## src/rtl/maze_pkg.sv

```systemverilog
// Shared definitions for the multi-player maze movement engine.
// Contents:
//   BIT_UP/DOWN/LEFT/RIGHT : bit positions inside a 4-bit direction request nibble
//   dir_t                  : decoded single direction handed from the rate block
//   state_t                : game-phase FSM encoding (IDLE=0, PLAY=1, WON=2)
//   cell_index()           : flat bitmap index of cell (x,y), row-major y*width+x
package maze_pkg;

    localparam int BIT_RIGHT = 0;
    localparam int BIT_LEFT  = 1;
    localparam int BIT_DOWN  = 2;
    localparam int BIT_UP    = 3;

    typedef enum logic [1:0] {
        DIR_UP    = 2'd0,
        DIR_DOWN  = 2'd1,
        DIR_LEFT  = 2'd2,
        DIR_RIGHT = 2'd3
    } dir_t;

    typedef enum logic [1:0] {
        ST_IDLE = 2'd0,
        ST_PLAY = 2'd1,
        ST_WON  = 2'd2
    } state_t;

    function automatic int cell_index(input int x, input int y, input int width);
        return y * width + x;
    endfunction

endpackage

```

## src/rtl/maze_move_rate.sv

```systemverilog
// Per-player auto-repeat rate limiter and direction priority decoder.
// Ports:
//   clk, reset : system clock, asynchronous active-high reset
//   clear      : restart pulse (load), zeroes the repeat counter
//   run        : movement allowed this cycle (PLAY and enable); counter holds when low
//   req[3:0]   : {up,down,left,right} level request
//   attempt    : one-cycle strobe, a move should be tried this cycle
//   dir[1:0]   : decoded direction (dir_t encoding), valid with attempt
module maze_move_rate
    import maze_pkg::*;
#(
    parameter int MOVE_DIV = 20_000_000
) (
    input  logic       clk,
    input  logic       reset,
    input  logic       clear,
    input  logic       run,
    input  logic [3:0] req,
    output logic       attempt,
    output logic [1:0] dir
);

    localparam int CNT_W = $clog2(MOVE_DIV);
    localparam logic [CNT_W-1:0] RELOAD = CNT_W'(MOVE_DIV - 1);

    logic [CNT_W-1:0] cnt;

    // Priority decode of the request nibble: up beats down beats left beats right.
    // Right is the fall-through so an all-zero nibble still yields a defined code;
    // attempt is never raised for a zero nibble, so the code is ignored then.
    always_comb begin
        dir = DIR_RIGHT;
        if (req[BIT_UP])
            dir = DIR_UP;
        else if (req[BIT_DOWN])
            dir = DIR_DOWN;
        else if (req[BIT_LEFT])
            dir = DIR_LEFT;
    end

    // A zero counter with a held request means "move now"; this makes the very
    // first press act immediately and later ones every MOVE_DIV cycles.
    assign attempt = run && (req != 4'b0000) && (cnt == '0);

    // Repeat counter: cleared on release or restart, reloaded on every attempt
    // (successful or blocked), otherwise counting down. Frozen while not running.
    always_ff @(posedge clk or posedge reset) begin
        if (reset) begin
            cnt <= '0;
        end else if (clear) begin
            cnt <= '0;
        end else if (run) begin
            if (req == 4'b0000)
                cnt <= '0;
            else if (cnt == '0)
                cnt <= RELOAD;
            else
                cnt <= cnt - 1'b1;
        end
    end

endmodule

```

## src/rtl/maze_multi_move.sv

```systemverilog
// Multi-player maze movement engine with first-to-finish detection.
// Optional feature macro: MAZE_MOVE_COLLIDE_EN (players block each other).
// Ports:
//   clk, reset               : system clock, asynchronous active-high reset
//   enable                   : movement allowed (top-level move state)
//   load                     : pulse, place every player at start and enter PLAY
//   start_x/y, finish_x/y    : start and finish cells
//   maze_width/height        : runtime bounds of the playable area
//   maze_data                : open-cell bitmap, bit y*MAZE_W+x
//   dir_req                  : per-player {up,down,left,right} nibbles
//   pos_x/pos_y              : packed per-player coordinates
//   moved                    : per-player one-cycle pulse on a successful move
//   winner_valid/winner_id   : latched first player to reach finish
//   state                    : game phase (0=IDLE, 1=PLAY, 2=WON)
module maze_multi_move
    import maze_pkg::*;
#(
    parameter int NUM_PLAYERS = 2,
    parameter int COORD_W     = 4,
    parameter int MAZE_W      = 16,
    parameter int MAZE_H      = 16,
    parameter int MOVE_DIV    = 20_000_000,
    parameter int PID_W       = (NUM_PLAYERS > 1) ? $clog2(NUM_PLAYERS) : 1
) (
    input  logic                           clk,
    input  logic                           reset,
    input  logic                           enable,
    input  logic                           load,
    input  logic [COORD_W-1:0]             start_x,
    input  logic [COORD_W-1:0]             start_y,
    input  logic [COORD_W-1:0]             finish_x,
    input  logic [COORD_W-1:0]             finish_y,
    input  logic [COORD_W:0]               maze_width,
    input  logic [COORD_W:0]               maze_height,
    input  logic [MAZE_W*MAZE_H-1:0]       maze_data,
    input  logic [4*NUM_PLAYERS-1:0]       dir_req,
    output logic [NUM_PLAYERS*COORD_W-1:0] pos_x,
    output logic [NUM_PLAYERS*COORD_W-1:0] pos_y,
    output logic [NUM_PLAYERS-1:0]         moved,
    output logic                           winner_valid,
    output logic [PID_W-1:0]               winner_id,
    output logic [1:0]                     state
);

    localparam int IDX_W = $clog2(MAZE_W * MAZE_H);
    localparam logic [COORD_W:0] ONE   = (COORD_W+1)'(1);
    localparam logic [COORD_W:0] LIM_W = (COORD_W+1)'(MAZE_W);
    localparam logic [COORD_W:0] LIM_H = (COORD_W+1)'(MAZE_H);

    state_t state_q, state_d;

    logic [COORD_W-1:0] px [NUM_PLAYERS];
    logic [COORD_W-1:0] py [NUM_PLAYERS];
    logic [COORD_W-1:0] nx [NUM_PLAYERS];
    logic [COORD_W-1:0] ny [NUM_PLAYERS];
    logic [1:0]         dir [NUM_PLAYERS];

    logic [NUM_PLAYERS-1:0] attempt;
    logic [NUM_PLAYERS-1:0] mv;
    logic [COORD_W:0]       tx, ty;
    logic                   ok;
    logic                   run;
    logic                   win_hit;
    logic [PID_W-1:0]       win_idx;

    assign run = (state_q == ST_PLAY) && enable;

    for (genvar g = 0; g < NUM_PLAYERS; g++) begin : g_player
        maze_move_rate #(
            .MOVE_DIV (MOVE_DIV)
        ) u_rate (
            .clk     (clk),
            .reset   (reset),
            .clear   (load),
            .run     (run),
            .req     (dir_req[4*g +: 4]),
            .attempt (attempt[g]),
            .dir     (dir[g])
        );

        assign pos_x[COORD_W*g +: COORD_W] = px[g];
        assign pos_y[COORD_W*g +: COORD_W] = py[g];
    end

    // Next-position evaluation. Targets are formed one bit wider than a
    // coordinate so stepping right/down past the top of the range cannot wrap;
    // stepping up/left from 0 is rejected explicitly. Players are visited in
    // index order so, with collisions enabled, a lower-index player's freshly
    // claimed cell is already visible to the higher-index players.
    always_comb begin
        mv = '0;
        tx = '0;
        ty = '0;
        ok = 1'b0;
        for (int p = 0; p < NUM_PLAYERS; p++) begin
            nx[p] = px[p];
            ny[p] = py[p];
        end
        for (int p = 0; p < NUM_PLAYERS; p++) begin
            tx = {1'b0, px[p]};
            ty = {1'b0, py[p]};
            ok = attempt[p];
            case (dir[p])
                DIR_UP: begin
                    if (py[p] == '0) ok = 1'b0;
                    else             ty = ty - ONE;
                end
                DIR_DOWN:  ty = ty + ONE;
                DIR_LEFT: begin
                    if (px[p] == '0) ok = 1'b0;
                    else             tx = tx - ONE;
                end
                default:   tx = tx + ONE;
            endcase
            if (tx >= maze_width || ty >= maze_height || tx >= LIM_W || ty >= LIM_H)
                ok = 1'b0;
            else if (!maze_data[IDX_W'(cell_index(int'(tx), int'(ty), MAZE_W))])
                ok = 1'b0;
`ifdef MAZE_MOVE_COLLIDE_EN
            for (int q = 0; q < NUM_PLAYERS; q++) begin
                if (q != p && tx == {1'b0, px[q]} && ty == {1'b0, py[q]})
                    ok = 1'b0;
                if (q < p && tx == {1'b0, nx[q]} && ty == {1'b0, ny[q]})
                    ok = 1'b0;
            end
`endif
            if (ok) begin
                nx[p] = tx[COORD_W-1:0];
                ny[p] = ty[COORD_W-1:0];
                mv[p] = 1'b1;
            end
        end
    end

    // Finish detection on the positions about to be registered; the first
    // (lowest-index) player found on the finish cell is the winner.
    always_comb begin
        win_hit = 1'b0;
        win_idx = '0;
        for (int p = 0; p < NUM_PLAYERS; p++) begin
            if (!win_hit && nx[p] == finish_x && ny[p] == finish_y) begin
                win_hit = 1'b1;
                win_idx = PID_W'(p);
            end
        end
    end

    // Game-phase next state. load restarts from any phase and outranks a win
    // happening on the same edge.
    always_comb begin
        state_d = state_q;
        if (load)
            state_d = ST_PLAY;
        else if (state_q == ST_PLAY && win_hit)
            state_d = ST_WON;
    end

    // Game-phase state register.
    always_ff @(posedge clk or posedge reset) begin
        if (reset)
            state_q <= ST_IDLE;
        else
            state_q <= state_d;
    end

    // Positions, move pulses and the latched winner. Positions only advance
    // while running, so with enable low or outside PLAY everything holds.
    always_ff @(posedge clk or posedge reset) begin
        if (reset) begin
            for (int p = 0; p < NUM_PLAYERS; p++) begin
                px[p] <= '0;
                py[p] <= '0;
            end
            moved        <= '0;
            winner_valid <= 1'b0;
            winner_id    <= '0;
        end else if (load) begin
            for (int p = 0; p < NUM_PLAYERS; p++) begin
                px[p] <= start_x;
                py[p] <= start_y;
            end
            moved        <= '0;
            winner_valid <= 1'b0;
            winner_id    <= '0;
        end else begin
            moved <= run ? mv : '0;
            if (run) begin
                for (int p = 0; p < NUM_PLAYERS; p++) begin
                    px[p] <= nx[p];
                    py[p] <= ny[p];
                end
            end
            if (state_q == ST_PLAY && win_hit) begin
                winner_valid <= 1'b1;
                winner_id    <= win_idx;
            end
        end
    end

    assign state = state_q;

endmodule

```

## config.mk

```make
export PLATFORM = sky130hd
export DESIGN_NAME = maze_multi_move
export DESIGN_NICKNAME = d
export VERILOG_FILES = /design/src/rtl/maze_pkg.sv /design/src/rtl/maze_move_rate.sv /design/src/rtl/maze_multi_move.sv
export SDC_FILE = /design/constraint.sdc
export NUM_CORES = 1
export LEC_CHECK = 0
export BUFFER_PORTS_ARGS = -buffer_cell sky130_fd_sc_hd__buf_2
export CAP_MARGIN = 15
export CORE_ASPECT_RATIO = 0.9
export CORE_MARGIN = 2
export CORE_UTILIZATION = 40
export DETAILED_ROUTE_END_ITERATION = 8
export SLEW_MARGIN = 20
export SYNTH_ARGS = -nofsm -noshare
export SYNTH_HDL_FRONTEND = slang
export SYNTH_SLANG_ARGS = --single-unit
```

## constraint.sdc

```tcl
create_clock -name clk -period 5.55 [get_ports clk]
set_input_delay 0.2775 -clock clk [delete_from_list [all_inputs] [get_ports clk]]
set_output_delay 0.2775 -clock clk [all_outputs]
set_load 0.03 [all_outputs]
```

== Word-level counts from Yosys, hierarchy flattened ==
Cells that the tools add are included.

* Flip-flop bits (word level): 72
* Bits of input ports: 294
* Output and inout bits: 22
* Logic and storage cells: 132

* Add/subtract/negate cells: 12
* $lt $le $gt $ge: 10
* Eq/ne operators: 9
* Mux-type cells: 59
* Reduce and logical (&&, ||, !) cells: 32

{| class="wikitable"
|+ Operator list
! cell !! count
|-
| 25-bit 2-to-1 mux || 8
|-
| 25-bit zero test || 2
|-
| 25-bit by 1-bit subtractor with 25-bit output (second input constant) || 2
|-
| 5-bit case mux with 2 select lines || 4
|-
| 8-bit 2-to-1 mux || 4
|-
| 4-bit zero test || 6
|-
| 1-bit 2-to-1 mux || 23
|-
| 4-bit by 1-bit adder with 5-bit output (second input constant) || 4
|-
| 5-bit greater-or-equal comparator || 4
|-
| 5-bit greater-or-equal comparator (second input constant) || 4
|-
| 8-bit by 10-bit < comparator with 1-bit output (second input constant) || 2
|-
| 5-bit 2-to-1 mux || 4
|-
| 4-bit by 1-bit subtractor with 5-bit output (second input constant) || 4
|-
| 8-bit by 5-bit adder with 8-bit output || 2
|-
| 1-bit binary-select mux with 8-bit select || 2
|-
| 4-bit == test || 4
|-
| 2-bit 2-to-1 mux || 8
|-
| 4-bit 2-to-1 mux || 4
|-
| 1-bit logical AND || 9
|-
| 4-bit nonzero test || 2
|-
| 2-bit by 1-bit == test with 1-bit output (second input constant) || 3
|-
| 1-bit logical OR || 6
|-
| 2-bit == test (second input constant) || 2
|-
| 2-bit zero test || 2
|-
| 4 further kinds || 7
|}

== Longest topological paths before layout ==
* Depth after elaboration: 23
* Mapped depth: 24
* Depth with buffers taken out: 19

== Hierarchy ==
From an unflattened synthesis, not the netlist that was laid out.

* Cells, all modules: 1434
* Area total of the unflattened synthesis: 11035.6 µm²

{| class="wikitable"
|+ By module, submodules not included
! module !! instances !! cells each !! area an instance (µm²) !! sequential area each (µm²)
|-
| maze_multi_move || 1 || 1094 || 8157.8 || 525.5
|-
| maze_move_rate || 2 || 170 || 1438.9 || 625.6
|}

== Least setup slack after synthesis ==
No wires, ideal clock.

* Kind: flip-flop to flip-flop
* Start point: register px, in the netlist pos_x[0]
* End point: register state_q[1], in the netlist state[1]
* Setup time: 0.124 ns
* Arrival time: 5.079 ns
* Setup slack: 0.348 ns
* Cell stages (with the launch flop): 25
* Clock period less this slack: 5.202 ns
* Cells stage by stage: dfrtp_1 -> clkinv_1 -> ha_1 -> and4bb_2 -> o21a_1 -> buf_6 -> or2_1 -> buf_6 -> buf_6 -> buf_4 -> inv_1 -> ha_1 -> nand2b_1 -> a21o_1 -> a21o_1 -> a21oi_1 -> o21ai_0 -> nor3_1 -> nand2_1 -> nor4_1 -> a2111oi_4 -> buf_6 -> mux2i_1 -> a21oi_2 -> o31a_1

* Cells in the longest elaborated chain, start to end: 19

{| class="wikitable"
|+ Ends and longest elaborated chain
! what !! RTL line !! RTL
|-
| from (decl) || maze_multi_move.sv:52 || <nowiki>logic [COORD_W-1:0] px [NUM_PLAYERS];</nowiki>
|-
| from (signal, indexed assignment) || maze_multi_move.sv:179 || <nowiki>px[p] <= start_x;</nowiki>
|-
| from (signal, indexed assignment) || maze_multi_move.sv:189 || <nowiki>px[p] <= nx[p];</nowiki>
|-
| 4-bit by 1-bit subtractor with 5-bit output or 4-bit zero test (tied branches) || maze_multi_move.sv:111, maze_multi_move.sv:110 ||
|-
| 5-bit 2-to-1 mux || maze_multi_move.sv:110 || <nowiki>if (px[p] == '0) ok = 1'b0;</nowiki>
|-
| 5-bit case mux with 2 select lines || maze_multi_move.sv:103 || <nowiki>case (dir[p])</nowiki>
|-
| 8-bit by 5-bit adder with 8-bit output || maze_pkg.sv:28 || <nowiki>return y * width + x;</nowiki>
|-
| 1-bit binary-select mux with 8-bit select || maze_multi_move.sv:117 || <nowiki>else if (!maze_data[IDX_W'(cell_index(int'(tx), int'(ty), MAZE_W))])</nowiki>
|-
| 1-bit 2-to-1 mux (implied by the code) (2 in a row) || maze_multi_move.sv:117 ||
|-
| 1-bit 2-to-1 mux || maze_multi_move.sv:117 ||
|-
| 1-bit 2-to-1 mux || maze_multi_move.sv:115 || <nowiki>if (tx >= maze_width || ty >= maze_height || tx >= LIM_W || ty >= LIM_H)</nowiki>
|-
| 4-bit 2-to-1 mux || maze_multi_move.sv:127 || <nowiki>if (ok) begin</nowiki>
|-
| 4-bit == test || maze_multi_move.sv:141 || <nowiki>if (!win_hit && nx[p] == finish_x && ny[p] == finish_y) begin</nowiki>
|-
| 1-bit logical AND (*) || maze_multi_move.sv:141 ||
|-
| 1-bit 2-to-1 mux (*) || maze_multi_move.sv:141 ||
|-
| 1-bit zero test || maze_multi_move.sv:141 ||
|-
| 1-bit logical AND (2 in a row) || maze_multi_move.sv:141 ||
|-
| 1-bit 2-to-1 mux (*) || maze_multi_move.sv:141 ||
|-
| 1-bit logical AND (*) || maze_multi_move.sv:154 || <nowiki>else if (state_q == ST_PLAY && win_hit)</nowiki>
|-
| 2-bit nonzero test (no source line) (*) || n/a ||
|-
| to (signal assigned) || maze_multi_move.sv:163 || <nowiki>state_q <= state_d;</nowiki>
|-
| to (decl) || maze_multi_move.sv:50 || <nowiki>state_t state_q, state_d;</nowiki>
|}

Mark *: on every way between the ends. The rest lies on a longest branch, timed or not. The select of a mux whose other input is x is not followed.
A chain may end at the register's enable or synchronous reset.

== Final worst setup path ==
* Start point: register px, in the netlist pos_x[0]
* End point: register winner_id

* Cells in the longest elaborated chain, start to end: 19

{| class="wikitable"
|+ Ends and longest elaborated chain
! what !! RTL line !! RTL
|-
| 4-bit by 1-bit subtractor with 5-bit output or 4-bit zero test (tied branches) || maze_multi_move.sv:111, maze_multi_move.sv:110 ||
|-
| 5-bit 2-to-1 mux || maze_multi_move.sv:110 ||
|-
| 5-bit case mux with 2 select lines || maze_multi_move.sv:103 ||
|-
| 8-bit by 5-bit adder with 8-bit output || maze_pkg.sv:28 ||
|-
| 1-bit binary-select mux with 8-bit select || maze_multi_move.sv:117 ||
|-
| 1-bit 2-to-1 mux (implied by the code) (2 in a row) || maze_multi_move.sv:117 ||
|-
| 1-bit 2-to-1 mux || maze_multi_move.sv:117 ||
|-
| 1-bit 2-to-1 mux || maze_multi_move.sv:115 ||
|-
| 4-bit 2-to-1 mux || maze_multi_move.sv:127 ||
|-
| 4-bit == test || maze_multi_move.sv:141 ||
|-
| 1-bit logical AND (*) || maze_multi_move.sv:141 ||
|-
| 1-bit 2-to-1 mux (*) || maze_multi_move.sv:141 ||
|-
| 1-bit zero test || maze_multi_move.sv:141 ||
|-
| 1-bit logical AND (2 in a row) || maze_multi_move.sv:141 ||
|-
| 1-bit 2-to-1 mux || maze_multi_move.sv:141 ||
|-
| 1-bit 2-to-1 mux or 1-bit logical AND (tied branches) || maze_multi_move.sv:193 || <nowiki>if (state_q == ST_PLAY && win_hit) begin</nowiki>
|-
| 1-bit 2-to-1 mux or 2-bit nonzero test (tied branches) || n/a ||
|-
| to (signal assigned) || maze_multi_move.sv:195 || <nowiki>winner_id <= win_idx;</nowiki>
|-
| to (decl) || maze_multi_move.sv:41 || <nowiki>output logic [PID_W-1:0] winner_id,</nowiki>
|}

Marked as above.

==> results.txt <==
* Data arrival at the endpoint of the critical path: 5.41 ns
- The clock passes through at most 2 buffers.
- Crit path cell chain: clkinv_1, ha_1, nor3b_1, or4b_1, and2_1, inv_2, ha_1, a21o_1, a21o_1, a21oi_1, o21ai_0, nor3_2, nand2_1, nor4_1, a2111oi_4, mux2_1, a21oi_2, a211oi_1
- Non-filler cells, final: 1983
* Max Cap Violations: 0
- Via/cell ratio: 6.402
- Summed over all failing endpoints, the final setup total negative slack is 0 ns.
- In this run, synthesis inferred 0 flip-flops with an integrated enable.
* Summed instance area of the synthesized netlist: 11000 sq um
- STA classifies the critical path endpoint as a flip-flop.
- The die covers 28840 sq um.
* Worst-Margin Slew: 1.092 ns
- Data on the critical path is required at its endpoint by 5.75 ns.
* Unrepaired setup endpoints after global routing: false
* Initial Util: 40.69%
* Hold buffers post-CTS: 0
* Count of vias placed by the detailed router: 12700
- Most area-consuming cells after synthesis: sky130_fd_sc_hd__dfrtp_1 (16%), sky130_fd_sc_hd__mux4_2 (14%), sky130_fd_sc_hd__mux2i_1 (6.9%)
- From synthesis to final layout, the design area changed by 19.39%.
- Cell leakage power: 5.843 nW
- Crit path time final: 5.207 ns
- Among all cell types in the netlist, the one instantiated most often is sky130_fd_sc_hd__nand2_1.
- Static timing analysis puts the maximum clock frequency at 192.0 MHz.
- The biggest area contributor in the post-synthesis netlist is sky130_fd_sc_hd__dfrtp_1.
* Clock insertion delay at the later pin of the skew report: 0.34 ns
* Max transition margin: 27.04%
- The H-tree was split into 3 levels.
- The slowest stage of the critical path belongs to the cell sky130_fd_sc_hd__or4b_1.
- The net count of the finished layout is 1950.
* ANT nets after route: 0
- Floorplan die height: 161.3 um
* Largest net degree at the start of global routing: 72
- Final clock period utilization by the worst path: 93.83%
- Flops & latches, synth: 71
- The worst hold path belongs to the class in -> async.
- In the synthesized netlist the dominant register cell turns out to be sky130_fd_sc_hd__dfrtp_1.
- The final-report max-slew violation count was 0.
- The first global-routing pass estimated 70650 um of wire.
- Library cell used as clock root buffer: sky130_fd_sc_hd__clkbuf_16
- Crit path max fanout: 21
- Fraction of post-synthesis cell area in the top cell type by area: 16.15%
- The critical path in this run is classified as reg -> reg.
* Clock tree from TritonCTS: yes
* Sequential element share of the synthesized area: 16.15%
- Grouping stages by cell kind, the critical path spends the most delay in simple AND/OR/NAND/NOR gates.
- Final number of hold-violating endpoints: 0
- The floorplan has 57 rows.
* Wirelength, routed: 46630 um
* Share of synthesized flip-flops with an asynchronous set or reset: 100.0%
- Buffers inserted during clock tree synthesis total 9.
* Placed wire-length estimate after detailed placement: 36390 um
- Number of buffer cells added on primary ports: 315
* Core area: 27030 sq um
* Via count of the first global-routing pass: 12170
- Dividing the detail-routed wire length by the instance count gives 23.52 um.
- Synth top cells by count: sky130_fd_sc_hd__nand2_1 (156), sky130_fd_sc_hd__o21ai_0 (131), sky130_fd_sc_hd__nor2_1 (80)
- For this run the aggregate overflow at the end of global routing stands at 0.
* Worst ir drop on vdd: 0.1562 mV
- Count of cell types in the netlist: 87
* CTS clk-pin slew, worst paths: 0.06 ns
* Antenna violations before repair: 10
- For this run, design rule violations remaining after detail routing come to 0.
* Number of failing setup endpoints in the final timing report: 0
* Worst stage delay on the critical path: 0.52 ns
- Fraction of final layout cells with drive strength greater than 1: 29.92%
* Placed insts: 1961
* Total Routing Usage GR: 31.69%
- Last weighted congestion value of the routability-driven placer: 0.9748
- Detailed router's first-iteration violation count: 1223
* Post-Synthesis Mean Instance Area: 8.069 sq um
- Outcome: finished, final reports clean
* Buf/Inv on CP: 2
- Instance count of the mapped netlist: 1363
* # clock sinks: 71
* Ratio of total power to cell area: 316.5 nW/um^2
- Skew final: 0.008996 ns
- Width of the die: 178.8 um
* DRT Pass-1 Iters: 5
- Synthesized net count: 1695
* Number of top-level pins: 316
- Critical path startpoint category: flip-flop
* Yosys warnings: 0
cells in the final DEF, fill, tap and decap left out, types with 7 or more instances in the layout:
cell / Yosys / routed
sky130_fd_sc_hd__mux2_2: 11 / 11
sky130_fd_sc_hd__clkbuf_16: 0 / 9
sky130_fd_sc_hd__a21o_1: 16 / 16
sky130_fd_sc_hd__nand4_1: 22 / 22
sky130_fd_sc_hd__buf_4: 11 / 38
sky130_fd_sc_hd__o22ai_1: 7 / 7
sky130_fd_sc_hd__inv_1: 49 / 48
sky130_fd_sc_hd__nor2_1: 80 / 79
sky130_fd_sc_hd__diode_2: 0 / 8
sky130_fd_sc_hd__nand2b_1: 11 / 11
sky130_fd_sc_hd__a2111oi_0: 13 / 13
sky130_fd_sc_hd__nand3_1: 57 / 57
sky130_fd_sc_hd__a32oi_1: 32 / 32
sky130_fd_sc_hd__mux4_2: 68 / 68
sky130_fd_sc_hd__dfrtp_1: 71 / 71
sky130_fd_sc_hd__and4_1: 7 / 7
sky130_fd_sc_hd__a21oi_1: 58 / 57
sky130_fd_sc_hd__xnor2_1: 20 / 20
sky130_fd_sc_hd__nor3b_1: 10 / 10
sky130_fd_sc_hd__and3_1: 21 / 21
sky130_fd_sc_hd__xor2_1: 11 / 11
sky130_fd_sc_hd__ha_1: 38 / 38
sky130_fd_sc_hd__nor4_1: 18 / 17
sky130_fd_sc_hd__mux2i_1: 76 / 76
sky130_fd_sc_hd__nor2b_1: 15 / 15
sky130_fd_sc_hd__o31ai_1: 13 / 13
sky130_fd_sc_hd__nor3_1: 45 / 44
sky130_fd_sc_hd__a211oi_1: 39 / 39
sky130_fd_sc_hd__buf_2: 31 / 315
sky130_fd_sc_hd__nand2_1: 156 / 155
sky130_fd_sc_hd__a31oi_1: 18 / 18
sky130_fd_sc_hd__o21ai_0: 131 / 131
per-layer routing:
| layer | up-vias | share of wire [%] | wire (um) | track usage (%) |
|---|---|---|---|---|
| met4 | 8 | 3.6 | 1687 | 11.12 |
| met5 | - | 0.11 | 53 | 0 |
| met3 | 120 | 9.9 | 4624 | 7.345 |
| met2 | 726 | 45 | 20820 | 48.97 |
| met1 | 6063 | 42 | 19440 | 43.32 |
| li1 | 5778 | - | - | - |
worst reg2reg max path: stages, from the launching register on:
cell	delay [ns]
sky130_fd_sc_hd__dfrtp_1	0.51
sky130_fd_sc_hd__clkinv_1	0.30
sky130_fd_sc_hd__ha_1	0.33
sky130_fd_sc_hd__nor3b_1	0.16
sky130_fd_sc_hd__or4b_1	0.52
sky130_fd_sc_hd__and2_1	0.20
sky130_fd_sc_hd__inv_2	0.40
sky130_fd_sc_hd__ha_1	0.34
sky130_fd_sc_hd__a21o_1	0.16
sky130_fd_sc_hd__a21o_1	0.17
sky130_fd_sc_hd__a21oi_1	0.19
sky130_fd_sc_hd__o21ai_0	0.15
sky130_fd_sc_hd__nor3_2	0.34
sky130_fd_sc_hd__nand2_1	0.12
sky130_fd_sc_hd__nor4_1	0.39
sky130_fd_sc_hd__a2111oi_4	0.17
sky130_fd_sc_hd__mux2_1	0.37
sky130_fd_sc_hd__a21oi_2	0.16
sky130_fd_sc_hd__a211oi_1	0.09
layout make-up:
type                            instances  area, sq um
Clock inverter                          4        47.55
Multi-Input combinational cell       1124         8463
Timing Repair Buffer                  357         1933
Fill cell                            2715        13900
Tap cell                              354        442.9
Antenna cell                            8        20.02
Clock buffer                           10        239.0
Inverter                               55        207.7
Sequential cell                        71         1777
where the power goes:
part / internal (mW) / switching, mW
Combinational: 1.08 / 1.65
Clock: 0.353 / 0.224
Sequential: 0.659 / 0.185
Total: 2.09 / 2.06
sequential cells by signal (all words and copies together), names as in the netlist:
name	cells
state	2
g_player.u_rate.cnt	50
pos_x	8
moved	2
winner_id	1
pos_y	8
final timing paths:
kind                                                             from                                     end  slack (ns)  depth (start not counted)
worst min-delay path                                            reset  g_player[0].u_rate.cnt[16]$_DFFE_PP0P_        0.23                          3
worst min register to register  g_player[1].u_rate.cnt[7]$_DFFE_PP0P_   g_player[1].u_rate.cnt[7]$_DFFE_PP0P_        0.48                          1
worst max register to register                   pos_x[0]$_DFFE_PP0P_                   winner_id$_DFFE_PP0P_        0.34                         18
max in group asynchronous                                       reset                    pos_x[0]$_DFFE_PP0P_        4.73                          3
worst max-delay path                             pos_x[0]$_DFFE_PP0P_                   winner_id$_DFFE_PP0P_        0.34                         18
min in group clk                                           start_x[3]                    pos_x[7]$_DFFE_PP0P_        0.23                          3
timing repair:
item                       4_1_cts  5_1_grt
setup endpoints to repair        0       11
gates resized for setup          0        3
buffers inserted                 0        0
kinds of logic after synthesis:
| logic type | after synthesis | share of synthesized area [%] |
|---|---|---|
| simple gates | 491 | 22.55 |
| fa+ha+maj | 38 | 4.323 |
| mux | 157 | 22.28 |
| buf+inv | 168 | 7.224 |
| xor+xnor | 31 | 2.469 |
| compound gates | 407 | 25.01 |
| flops | 71 | 16.15 |
stage by stage:
step	hold WS (ns)	utilization [%]	worst slack (ns)	instance area (sq um)	power (mW)
finish	0.2310	48.58	0.3427	13130	4.156
detailed placement	0.4703	47.39	0.2982	12810	3.520
CTS	0.2175	48.45	0.2756	13100	4.122
global placement	0.4649	47.39	0.3841	12810	3.491
global route	0.2424	48.53	0.01335	13120	4.453
floorplan	0.4073	-	0.3475	11000	2.731
(Power assumes the default switching activity.)
